==> config.mk <==
export PLATFORM = sky130hd
export DESIGN_NAME = sensor_trafico
export DESIGN_NICKNAME = d
export VERILOG_FILES = /design/src/rtl/sensor_trafico.sv
export SDC_FILE = /design/constraint.sdc
export NUM_CORES = 1
export LEC_CHECK = 0
export BUFFER_PORTS_ARGS = -buffer_cell sky130_fd_sc_hd__buf_2
export CORE_MARGIN = 3
export CORE_UTILIZATION = 50
export CTS_CLUSTER_DIAMETER = 150
export DETAILED_ROUTE_END_ITERATION = 10
export PLACE_DENSITY = 0.75
export SYNTH_ARGS = -nofsm -noshare
export SYNTH_HDL_FRONTEND = slang
export SYNTH_SLANG_ARGS = --single-unit
==> constraint.sdc <==
create_clock -name clk -period 5.3 [get_ports clk]
set_clock_uncertainty 0.05 [all_clocks]
set_input_delay 0 -clock clk [delete_from_list [all_inputs] [get_ports clk]]
set_output_delay 0 -clock clk [all_outputs]
set_load 0.005 [all_outputs]
==> src/rtl/sensor_trafico.sv <==
// Traffic-environment model for the two-street intersection: per-street car queues
// drained while green, sensor outputs, and a sticky checker on the controller's lights.
module sensor_trafico #(
  parameter int QMAX   = 7,
  parameter int DEPART = 2
) (
  input  logic       clk,
  input  logic       reset,
  input  logic       arr_a,
  input  logic       arr_b,
  input  logic [2:0] LA,
  input  logic [2:0] LB,
  output logic       TA,
  output logic       TB,
  output logic [3:0] qa,
  output logic [3:0] qb,
  output logic       ovf,
  output logic       conflict,
  output logic       illegal
);

  localparam logic [2:0] GREEN  = 3'b001;
  localparam logic [2:0] YELLOW = 3'b010;
  localparam logic [2:0] RED    = 3'b100;

  localparam int              TW   = (DEPART > 1) ? $clog2(DEPART) : 1;
  localparam logic [TW-1:0]   TMAX = TW'(DEPART - 1);
  localparam logic [3:0]      QCAP = 4'(QMAX);

  logic [TW-1:0] ta_cnt, tb_cnt;
  logic [2:0]    la_q, lb_q;
  logic          run_a, run_b;
  logic          dep_a, dep_b;
  logic          full_a, full_b;
  logic          lost_a, lost_b;
  logic          bad_code, bad_trans, both_green;

  function automatic logic is_legal(input logic [2:0] l);
    return (l == GREEN) || (l == YELLOW) || (l == RED);
  endfunction

  always_comb begin
    run_a  = (LA == GREEN) && (qa != 4'd0);
    run_b  = (LB == GREEN) && (qb != 4'd0);
    dep_a  = run_a && (ta_cnt == TMAX);
    dep_b  = run_b && (tb_cnt == TMAX);
    full_a = (qa >= QCAP);
    full_b = (qb >= QCAP);
    lost_a = arr_a && !dep_a && full_a;
    lost_b = arr_b && !dep_b && full_b;
    both_green = (LA == GREEN) && (LB == GREEN);
    bad_code   = !is_legal(LA) || !is_legal(LB);
    bad_trans  = ((la_q == GREEN) && (LA == RED)) || ((lb_q == GREEN) && (LB == RED));
  end

  assign TA = (qa != 4'd0);
  assign TB = (qb != 4'd0);

  // Street A: departure timer restarts whenever green or a non-empty queue is lost.
  always_ff @(posedge clk or negedge reset) begin
    if (!reset) begin
      ta_cnt <= '0;
      qa     <= '0;
    end else begin
      if (!run_a || dep_a) ta_cnt <= '0;
      else                 ta_cnt <= ta_cnt + 1'b1;
      if (arr_a && !dep_a && !full_a) qa <= qa + 4'd1;
      else if (dep_a && !arr_a)       qa <= qa - 4'd1;
    end
  end

  always_ff @(posedge clk or negedge reset) begin
    if (!reset) begin
      tb_cnt <= '0;
      qb     <= '0;
    end else begin
      if (!run_b || dep_b) tb_cnt <= '0;
      else                 tb_cnt <= tb_cnt + 1'b1;
      if (arr_b && !dep_b && !full_b) qb <= qb + 4'd1;
      else if (dep_b && !arr_b)       qb <= qb - 4'd1;
    end
  end

  // Previous lights reset to red so the first cycle never looks like green->red.
  always_ff @(posedge clk or negedge reset) begin
    if (!reset) begin
      la_q     <= RED;
      lb_q     <= RED;
      ovf      <= 1'b0;
      conflict <= 1'b0;
      illegal  <= 1'b0;
    end else begin
      la_q     <= LA;
      lb_q     <= LB;
      ovf      <= ovf | lost_a | lost_b;
      conflict <= conflict | both_green;
      illegal  <= illegal | bad_code | bad_trans;
    end
  end

endmodule

After elaboration in Yosys (flattened, before gate mapping). Index checks and enable logic that the tools add are counted.

Output and inout bits: 13. Bits of input ports: 10. Register bits after elaboration: 19. Logic and storage cells: 73.

Equal/unequal tests: 8. Bitwise gates (word level): 5. Order comparisons: 2. Muxes and demuxes: 6. Reduce and logical (&&, ||, !) cells: 37. Add/sub/neg operators: 6.

Operators with widths (count): $mux W4 (4); $logic_and A1 B1 Y1 (15); $eq A3 B1 Y1 const B (4); $logic_not A1 Y1 (10); $add A4 B1 Y4 const B (2); $ge A4 B3 Y1 const B (2); $logic_or A1 B1 Y1 (8); $reduce_bool A4 Y1 (2); $sub A4 B1 Y4 const B (2); $eq A3 B2 Y1 const B (2); $eq A3 B3 Y1 const B (2); $or A1 B1 Y1 (5); $reduce_bool A2 Y1 (2); $add A1 B1 Y1 const B (2); $mux W1 (2).

Logic depth before layout (Yosys ltp).
Depth in word-level cells: 8. Mapped depth: 8. Gate-level depth less buffers: 8.

Worst setup path after synthesis. Ideal clock, no wire load.

Path kind: register to register. Start: reg qa[0]. End: reg qa[3]. Arrival: 2314 ps. Clock period less this slack: 2488 ps. Path buffers: 0. Required time: 5126 ps. Stages on the path, launching flop included: 9. Setup slack: 2812 ps. Library setup time: 124 ps. Cells stage by stage: dfrtp_1 -> or4_4 -> nand3_2 -> nand3_1 -> ha_1 -> a21o_2 -> a21oi_1 -> o31ai_1 -> a211o_1.

Word-level cells in the longest chain between the ends: 7. Elaborated cells on any way between the ends: 14. Classes of those cells: add/sub (2); order compare (1); mux (2); reduce/logical (9).

RTL lines: from (decl) (line 15) `output logic [3:0] qa,`; from (signal assigned) (line 67) `if (arr_a && !dep_a && !full_a) qa <= qa + 4'd1;`; from (signal assigned) (line 68) `else if (dep_a && !arr_a) qa <= qa - 4'd1;`; $reduce_bool A4 Y1 (*); named net TA (line 13) `output logic TA,`; $logic_and A1 B1 Y1 (*) (line 43) `run_a = (LA == GREEN) && (qa != 4'd0);`; $logic_and A1 B1 Y1 (*) (line 45) `dep_a = run_a && (ta_cnt == TMAX);`; $logic_not A1 Y1 (line 67); $logic_and A1 B1 Y1 (2 in series) (line 67); $mux W4 or $reduce_bool A2 Y1 (tied branches).

Mark *: on every way through the listed nets, which the timed path passes. The rest lies on a longest branch. The select of a mux whose other input is x is not followed. A chain may end at the register's enable or synchronous reset.

Final worst setup path.
Start: reg qb[0]. End: reg qb[3].

Word-level cells in the longest chain between the ends: 7. Elaborated cells on any way between the ends: 14. Classes of those cells: add/sub (2); order compare (1); mux (2); reduce/logical (9).

RTL lines: from (decl) (line 16) `output logic [3:0] qb,`; from (signal assigned) (line 79) `if (arr_b && !dep_b && !full_b) qb <= qb + 4'd1;`; from (signal assigned) (line 80) `else if (dep_b && !arr_b) qb <= qb - 4'd1;`; parallel branches: the longest is 7 deep, another holds $sub A4 B1 Y4.

Several ways; the timed one is not identified. The select of a mux whose other input is x is not followed.

==> results_dict.tcl <==
set metrics [dict create \
    drv_cap 0 \
    syn2layout_area_growth_pct 25.9 \
    slew_viol_final 0 \
    yosysSeqAreaShare_pct 48.1 \
    drt_iter0_drc 12 \
    clk_latency_ns 0.29 \
    cts_tree "done" \
    timing.fmax_mhz 379 \
    io_buffer_count 22 \
    antenna_cells 0 \
    cts-root-buf "clkbuf_4" \
    initial_utilization_pct 55.1 \
    status "complete, no violations" \
    hp-class "in -> async" \
    drive_above_1_share_pct 34.2 \
    place_ws_ns 2.66 \
    drt-pass1-iter-count 2 \
    cts_resized 0 \
    fin_crit_ns 2.64 \
    die_area_um2 2560 \
    timing.rr.end "qb[3]" \
    wl_um 1800 \
    required_ns 5.44 \
    antenna_found_initial 0 \
    setup_viol 0 \
    crit_path_start_kind "flip-flop" \
    clock_sinks 19 \
    clock_path_buffers 2 \
    dp_hpwl_um 1380 \
    grt_max_degree 20 \
    core.rowCount 15 \
    syn_nets 101 \
    wl_per_cell_um 12.4 \
    criticalPathCategory "reg -> reg" \
    synth_seq_cells 19 \
    p_per_area_nw_per_um2 340 \
    placed_cell_area_um2 1130 \
    cp-end-kind "flip-flop" \
    worstPathArrival_ns 2.78 \
    cp_max_fo 7 \
    cts_made_buffers 3 \
    slew_headroom_pct 67.7 \
    fin_nets 137 \
    vdd_drop_max_v 0.000231 \
    grt_pass1_wl_um 3130 \
    antenna_left 0 \
    fin_setup_tns_ns 0 \
    via_per_inst 5.23 \
    synth_area_per_cell_um2 11.7 \
    postSynthCellCount 85 \
    whs_ns 0.0957 \
    yosysUniqueCellTypes 28 \
    synth_area_leaders "dfrtp_1 (43%), dfstp_2 (5.3%), ha_1 (5.0%)" \
    yosysTopAreaCellShare_pct 42.8 \
    rrSetupSlack_ns 2.66 \
    htree_levels 1 \
    total_power_uw 426 \
    drc 0 \
    yosysWarnings 0 \
    gr-total-overflow 0 \
    power.leakage_uw 0.000570 \
    rsz0062_at_grt "no" \
    worst_r2r_startpoint "qb[0]" \
    synth_area_um2 993 \
    design_area_um2 1250 \
    finalHoldViolCount 0 \
    setup_ws_ns 2.66 \
    dr_total_vias 758 \
    grt_pass1_vias 744 \
    reg2reg_depth 8 \
    die_h_um 50.6 \
    yosysTopAreaCell "dfrtp_1" \
    core_area_um2 1800 \
    clk_pin_slew_ns 0.10 \
    grt_usage_pct 16.3 \
    globalplace.congestion 0.734 \
    io-pin-count 23 \
    min_period_over_period_pct 49.8 \
    die_x_um 50.6 \
    worst_slew_pin_slew_ns 0.483 \
]
[critical path: stages (launching register included)]
cell	delay (ns)
dfrtp_1	0.48
or4_4	0.59
nand3_2	0.13
nand3_1	0.15
ha_1	0.32
a21o_2	0.21
a21oi_1	0.23
o31ai_1	0.10
a211o_1	0.29
[worst max path at each step]
stage / start / end / slack, ns / cells after the start
after floorplan: qa[0] / qa[3] / 2.81 / 8
after detailed placement: qa[0] / qa[3] / 2.66 / 8
after global placement: qa[0] / qa[3] / 2.68 / 8
after CTS: qa[0] / qa[3] / 2.65 / 8
after global routing: qb[0] / qb[3] / 2.50 / 8
final: qb[0] / qb[3] / 2.66 / 8
[synth_stat cells]
| library cell | n |
|---|---|
| nor4b_1 | 2 |
| a21o_1 | 1 |
| xnor2_1 | 1 |
| o21ai_0 | 2 |
| o311ai_0 | 1 |
| nor2_1 | 4 |
| ha_1 | 4 |
| a211o_1 | 2 |
| o32a_1 | 1 |
| nand2_1 | 5 |
| dfrtp_1 | 17 |
| or4_4 | 2 |
| a21o_2 | 2 |
| a21oi_1 | 5 |
| nand2b_1 | 2 |
| nand3_2 | 2 |
| a31oi_1 | 3 |
| mux2i_1 | 2 |
| xor2_1 | 4 |
| nor2b_1 | 1 |
| o31ai_1 | 2 |
| inv_1 | 3 |
| and3_2 | 4 |
| mux2_2 | 4 |
| fa_1 | 2 |
| nand3_1 | 2 |
| dfstp_2 | 2 |
| nor3b_1 | 3 |
[sequential cells by signal (all words and copies together), names as in the netlist]
| name | count |
|---|---|
| conflict | 1 |
| illegal | 1 |
| la_q | 3 |
| lb_q | 3 |
| ovf | 1 |
| qa | 4 |
| qb | 4 |
| ta_cnt | 1 |
| tb_cnt | 1 |
[metal layers]
metal  up-vias  GRT usage [%]  part of all wire, %  routed length (um)
met5         -              0                    0                   0
met4         0           8.07                  1.9                  35
met3         5           3.56                  3.7                  67
met2        15           28.3                   50                 895
met1       353           18.9                   44                 800
li1        385              -                    -                   -
[repair_timing]
item / CTS / global route
buffers inserted: 0 / 0
hold buffers: 9 / 0
endpoints found under the hold margin: 31 / 0
[placed cells by master, fill, tap and decap left out]
| cell type | instances |
|---|---|
| nand3_2 | 2 |
| inv_1 | 3 |
| o31ai_1 | 2 |
| o21ai_0 | 2 |
| clkbuf_4 | 3 |
| o311ai_0 | 1 |
| and3_2 | 4 |
| a211o_1 | 2 |
| buf_2 | 22 |
| nand3_1 | 2 |
| xor2_1 | 4 |
| a21o_1 | 1 |
| nand2b_1 | 2 |
| dfrtp_1 | 17 |
| nor2_1 | 4 |
| fa_1 | 2 |
| dlygate4sd3_1 | 9 |
| mux2_2 | 4 |
| a21o_2 | 2 |
| nor3b_1 | 3 |
| nor2b_1 | 1 |
| a31oi_1 | 3 |
| clkbuf_1 | 1 |
| or4_4 | 2 |
| xnor2_1 | 1 |
| nand2_1 | 5 |
| o32a_1 | 1 |
| dfstp_2 | 2 |
| mux2i_1 | 2 |
| ha_1 | 4 |
| nor4b_1 | 2 |
| a21oi_1 | 5 |
[cells by family after synthesis]
group	synth area share [%]
DFF	48.1
muxes	6.55
AOI/OAI and AO/OA	13.1
buffers and inverters	1.13
and+or+nand+nor	17.6
adders and majority gates	9.07
xor gates and xnor gates	4.41
[stage by stage]
stage / util [%] / instances
after floorplan: - / 85
after global placement: 63.0 / 132
after detailed placement: 63.0 / 132
after CTS: 69.4 / 145
after global routing: 69.4 / 145
final: 69.4 / 145
[cell type report]
| class | count | area, um^2 |
|---|---|---|
| flip-flops and latches | 19 | 478 |
| repair buffers | 31 | 200 |
| well taps | 25 | 31.3 |
| clock buffers | 4 | 26.3 |
| multi-input cells | 63 | 504 |
| fillers | 145 | 551 |
| inverters | 3 | 11.3 |
[power breakdown]
group	internal [uW]	switching [uW]
logic	80.5	61.8
registers	171	41.9
clock network	29.3	40.9
(Power assumes the default switching activity.)
